[config.mk]
export PLATFORM = sky130hd
export DESIGN_NAME = mem_access_stage
export DESIGN_NICKNAME = d
export VERILOG_FILES = /design/src/rtl/mem_access_stage.sv
export SDC_FILE = /design/constraint.sdc
export NUM_CORES = 1
export LEC_CHECK = 0
export CAP_MARGIN = 20
export CORE_UTILIZATION = 39
export DETAILED_ROUTE_END_ITERATION = 8
export MAX_ROUTING_LAYER = met4
export PLACE_DENSITY = 0.78
export SLEW_MARGIN = 20
export SYNTH_ARGS = -nofsm -noshare
export SYNTH_HDL_FRONTEND = slang
export SYNTH_SLANG_ARGS = --single-unit
[constraint.sdc]
create_clock -name clk -period 1.95 [get_ports clk]
set_clock_uncertainty 0.2 [all_clocks]
set_input_delay 0.39 -clock clk [delete_from_list [all_inputs] [get_ports clk]]
set_output_delay 0.39 -clock clk [all_outputs]
set_load 0.02 [all_outputs]
[src/rtl/mem_access_stage.sv]
// MEM stage: word loads/stores over a req/ack data port, builds the MEM/WB register. Optional MEM_TIMEOUT_EN aborts hung accesses.
// Latency: 1 cycle for non-memory ops, >=2 cycles for loads/stores (ack on first BUSY cycle at the earliest).
// Backpressure: stall holds upstream while a request is outstanding; it drops combinationally in the ack/timeout cycle.
module mem_access_stage #(
    parameter int TIMEOUT = 16,
    parameter int TO_W    = 5
) (
    input  logic        clk,
    input  logic        rst,
    input  logic [72:0] ex_mem,
    output logic        stall,
    output logic        dmem_req,
    output logic        dmem_we,
    output logic [31:0] dmem_addr,
    output logic [31:0] dmem_wdata,
    input  logic [31:0] dmem_rdata,
    input  logic        dmem_ack,
    output logic [70:0] mem_wb,
    output logic [4:0]  mem_wb_rd,
    output logic        mem_wb_regwrite,
    output logic [31:0] mem_wb_data,
    output logic        mem_fault
);
    localparam logic [0:0] IDLE = 1'b0;
    localparam logic [0:0] BUSY = 1'b1;

    logic        regwrite, memtoreg, memwrite, memread;
    logic [31:0] result, sdata;
    logic [4:0]  dest;
    logic        memop, illegal, busy, to_hit;

    logic [0:0]  state_q, state_d;
    logic [70:0] mem_wb_q, mem_wb_d;
    logic        req_q, req_d, we_q, we_d, fault_q, fault_d;
    logic [31:0] addr_q, addr_d, wdata_q, wdata_d;

    assign regwrite = ex_mem[72];
    assign memtoreg = ex_mem[71];
    assign memwrite = ex_mem[70];
    assign memread  = ex_mem[69];
    assign result   = ex_mem[68:37];
    assign sdata    = ex_mem[36:5];
    assign dest     = ex_mem[4:0];

    assign memop   = memread | memwrite;
    assign illegal = (memread & memwrite) | (memop & (result[1:0] != 2'b00));
    assign busy    = (state_q == BUSY);

`ifdef MEM_TIMEOUT_EN
    logic [TO_W-1:0] to_cnt_q;

    assign to_hit = busy && !dmem_ack && (to_cnt_q == TO_W'(TIMEOUT - 1));

    // Held at zero while idle, so every access starts counting from zero.
    always_ff @(posedge clk or negedge rst) begin
        if (!rst) begin
            to_cnt_q <= '0;
        end else if (!busy) begin
            to_cnt_q <= '0;
        end else if (!dmem_ack) begin
            to_cnt_q <= to_cnt_q + 1'b1;
        end
    end
`else
    logic unused_timeout_cfg;

    assign to_hit             = 1'b0;
    assign unused_timeout_cfg = (TIMEOUT > 0) && (TO_W > 0);
`endif

    assign stall = (!busy && memop && !illegal) || (busy && !dmem_ack && !to_hit);

    always_comb begin
        state_d  = state_q;
        mem_wb_d = '0;
        req_d    = req_q;
        we_d     = we_q;
        addr_d   = addr_q;
        wdata_d  = wdata_q;
        fault_d  = 1'b0;
        if (!busy) begin
            if (!memop) begin
                mem_wb_d = {regwrite, memtoreg, 32'h0, result, dest};
            end else if (illegal) begin
                mem_wb_d = {1'b0, memtoreg, 32'h0, result, dest};
                fault_d  = 1'b1;
            end else begin
                req_d   = 1'b1;
                we_d    = memwrite;
                addr_d  = result;
                wdata_d = sdata;
                state_d = BUSY;
            end
        end else if (dmem_ack) begin
            mem_wb_d = {regwrite, memtoreg, (memread ? dmem_rdata : 32'h0), result, dest};
            req_d    = 1'b0;
            state_d  = IDLE;
        end else if (to_hit) begin
            mem_wb_d = {1'b0, memtoreg, 32'h0, result, dest};
            req_d    = 1'b0;
            fault_d  = 1'b1;
            state_d  = IDLE;
        end
    end

    always_ff @(posedge clk or negedge rst) begin
        if (!rst) begin
            state_q  <= IDLE;
            mem_wb_q <= '0;
            req_q    <= 1'b0;
            we_q     <= 1'b0;
            addr_q   <= '0;
            wdata_q  <= '0;
            fault_q  <= 1'b0;
        end else begin
            state_q  <= state_d;
            mem_wb_q <= mem_wb_d;
            req_q    <= req_d;
            we_q     <= we_d;
            addr_q   <= addr_d;
            wdata_q  <= wdata_d;
            fault_q  <= fault_d;
        end
    end

    assign dmem_req        = req_q;
    assign dmem_we         = we_q;
    assign dmem_addr       = addr_q;
    assign dmem_wdata      = wdata_q;
    assign mem_fault       = fault_q;
    assign mem_wb          = mem_wb_q;
    assign mem_wb_rd       = mem_wb_q[4:0];
    assign mem_wb_regwrite = mem_wb_q[70];
    assign mem_wb_data     = mem_wb_q[69] ? mem_wb_q[68:37] : mem_wb_q[36:5];
endmodule
==> reports/results.tsv <==
metric	value	unit
DIE AREA	13900	sq um
XOR/XNOR Fraction of Synth Area	0.00167	
core area	12900	sq um
post-synthesis simple-gate area fraction	0.0926	
Final Setup Violations	34	
startpoint types	register	
Max Cap Viol	0	
Post-synth top cells	dfrtp_1, and2_1, mux2_2	
Async SR Flop Fraction	1.00	
Synth Instances	344	
Pwr Density	1070	nW/um^2
peak per-stage delay on the critical path	0.42	ns
Cell Area, Synth	5240	sq um
Fillers	921	
most frequent cell after synthesis	dfrtp_1	
first-pass GRT wire length	24700	um
Area contributors post-synth	dfrtp_1, mux2_2, and2_1, mux2_1, buf_4	
Primary FF master, synth	dfrtp_1	
later-pin clock latency in the skew report	0.41	ns
Via Count	3900	
layout overhead on the synthesized area	77.9	%
Synth Area in Adders	0	
syn avg cell area	15.2	sq um
multiplexer share of the synthesized area	0.204	
gpl congestion	0.808	
Hold Path Class	reg -> reg	
CTS tree	done	
status	finished with violations	
critical path's slowest cell	dfrtp_2	
post-synthesis compound-gate area fraction	0.00835	
layout cells sized above 1	0.266	
die width	118	um
syn nets	452	
antenna cells	0	
Hold Vio Cnt, Final	0	
Worst VDD drop	0.705	mV
Final #Nets	764	
GRT Resource Usage Total	0.245	
dominant cell type by area after synthesis	dfrtp_1	
Slew Limit Fails	0	
failing checks	setup timing	
Syn. warnings	0	
leakage	4.58	nW
final period utilization	1.15	
vias per cell	4.64	
Non-Filler Instances	841	
RSZ-0062 raised after global routing	true	
Core Rows	41	
root buffer selected by CTS	clkbuf_16	
worst setup path class	reg -> out	
I/O Buffers	284	
placed cell count	794	
Worst setup EP type	primary output	
WL final	16300	um
EDFF count, synth	0	
Total Power	10.0	mW
Num CTS Buffers	17	
Yosys reg bits	139	
crit path max fanout	8	
Critical Path RT	1.36	ns
Worst Tran Pin Value	0.461	ns
Crit path arrival time	1.66	ns
largest net degree at the start of global routing	47	
vias in the first global route	4330	
antenna viol nets, final	0	
top-area cell type share of the netlist area	0.663	
num ports	285	
WP buf/inv	4	
Max clock buf depth	2	
DPL Wire Length	10800	um
DRT iter0 DRCs	113	
length of the first detailed-routing pass in iterations	4	
Die Y	118	um
Wirelength per Cell	19.3	um
H-tree depth	4	
Slew HR	0.692	
starting density of the core	0.407	
clock sinks	139	
Tmin final	2.25	ns
setup ws final	-0.300	ns
most used cell along the critical path	buf_12	
Fmax achieved	0.444	GHz
CP cell instances	buf_12 > buf_12 > buf_16 > mux2_4 > buf_6	
main combinational cell family by area after synthesis	multiplexers	
clk slew on worst S/H paths	0.06	ns
initial antenna violation count	0	
post-synthesis sequential area ratio	0.663	
delay-heaviest family, CP	buffers and inverters	
Synth cell types	23	
total gr overflow	0	
DRC viols	0	
[power by group]
| part | total (mW) | internal, mW | switching (mW) | leakage, nW |
|---|---|---|---|---|
| logic | 2.79 | 1.39 | 1.40 | 2.53 |
| clock network | 3.61 | 2.43 | 1.18 | 0.320 |
| registers | 3.62 | 3.36 | 0.256 | 1.73 |
[final cells by class]
class / count / area (sq um) / share of cell area
multi-input cells: 179 / 1760 / 0.188
inverters: 2 / 7.51 / 0.000805
repair buffers: 317 / 3200 / 0.344
flip-flops and latches: 139 / 3480 / 0.373
clock inverters: 12 / 219 / 0.0235
well taps: 172 / 215 / 0.0231
clock buffers: 20 / 447 / 0.0479
[repair_timing]
| item | in CTS | in global routing |
|---|---|---|
| gates cloned | 5 | 3 |
| endpoints found under the hold margin | 42 | 0 |
| gates resized for setup | 362 | 38 |
| pin swaps | 3 | 2 |
| hold buffers | 1 | 0 |
| setup buffers | 7 | 1 |
| setup endpoints to repair | 230 | 79 |
[cells by family after synthesis]
family	after synthesis
and+or+nand+nor	77
buffers and inverters	26
AOI/OAI and AO/OA	6
muxes	95
xor gates and xnor gates	1
DFF	139
[worst reg2reg max path: cells and delay by family (launching register included)]
kind / cells / cell delay [ns]
DFF: 1 / 0.40
muxes: 1 / 0.30
buffers and inverters: 3 / 0.57
and+or+nand+nor: 1 / 0.31
[layer usage]
layer | vias to the layer above | part of all wire | GRT usage
li1 | 1773 | - | -
met2 | 170 | 0.55 | 0.437
met5 | - | 0 | -
met1 | 1939 | 0.38 | 0.265
met3 | 18 | 0.056 | 0.0644
met4 | 0 | 0.015 | 0.0777
[path summary, 6_finish.rpt]
path | from | endpoint | slack, ns | cells past startpoint
worst max register to register | busy$_DFF_PN0_ | dmem_wdata[28]$_DFFE_PN0P_ | 0.05 | 5
worst min-delay path | dmem_req$_DFFE_PN0P_ | dmem_req$_DFFE_PN0P_ | 0.28 | 1
min in group asynchronous | rst | mem_wb[10]$_DFF_PN0_ | 0.30 | 2
worst max-delay path | mem_wb[69]$_DFF_PN0_ | mem_wb_data[2] | -0.30 | 5
max in group asynchronous | rst | mem_wb[69]$_DFF_PN0_ | 0.66 | 3
worst min register to register | dmem_req$_DFFE_PN0P_ | dmem_req$_DFFE_PN0P_ | 0.28 | 1
[state kept, by name (all words and copies together), names as in the netlist]
name        cells
mem_wb         71
dmem_addr      32
dmem_wdata     32
busy            1
dmem_req        1
dmem_we         1
mem_fault       1
[cell usage in the layout (no fill, tap or decap), types with 3 or more instances in the layout]
| cell type | netlist | layout |
|---|---|---|
| dlygate4sd2_1 | 0 | 146 |
| dfrtp_1 | 139 | 138 |
| clkdlybuf4s50_1 | 0 | 102 |
| and2_1 | 70 | 70 |
| mux2_2 | 63 | 43 |
| buf_6 | 4 | 39 |
| mux2_4 | 0 | 35 |
| clkbuf_16 | 0 | 20 |
| mux2_1 | 32 | 17 |
| buf_4 | 7 | 13 |
| buf_12 | 0 | 8 |
| bufinv_16 | 0 | 6 |
| buf_16 | 0 | 4 |
| clkinv_2 | 0 | 3 |
[stage by stage]
stage | setup TNS [ns] | util | hold slack (ns) | area, sq um | setup slack [ns]
after floorplan | 0 | - | -0.106 | 5250 | 0.105
after global placement | -36.05 | 0.649 | 0.151 | 8360 | -0.600
after detailed placement | -40.46 | 0.649 | 0.159 | 8360 | -0.627
after CTS | -9.75 | 0.710 | 0.277 | 9140 | -0.318
after global routing | -10.21 | 0.724 | 0.305 | 9330 | -0.347
final | -7.89 | 0.724 | 0.277 | 9330 | -0.300
Note: power is estimated with default switching activity, not from simulation.
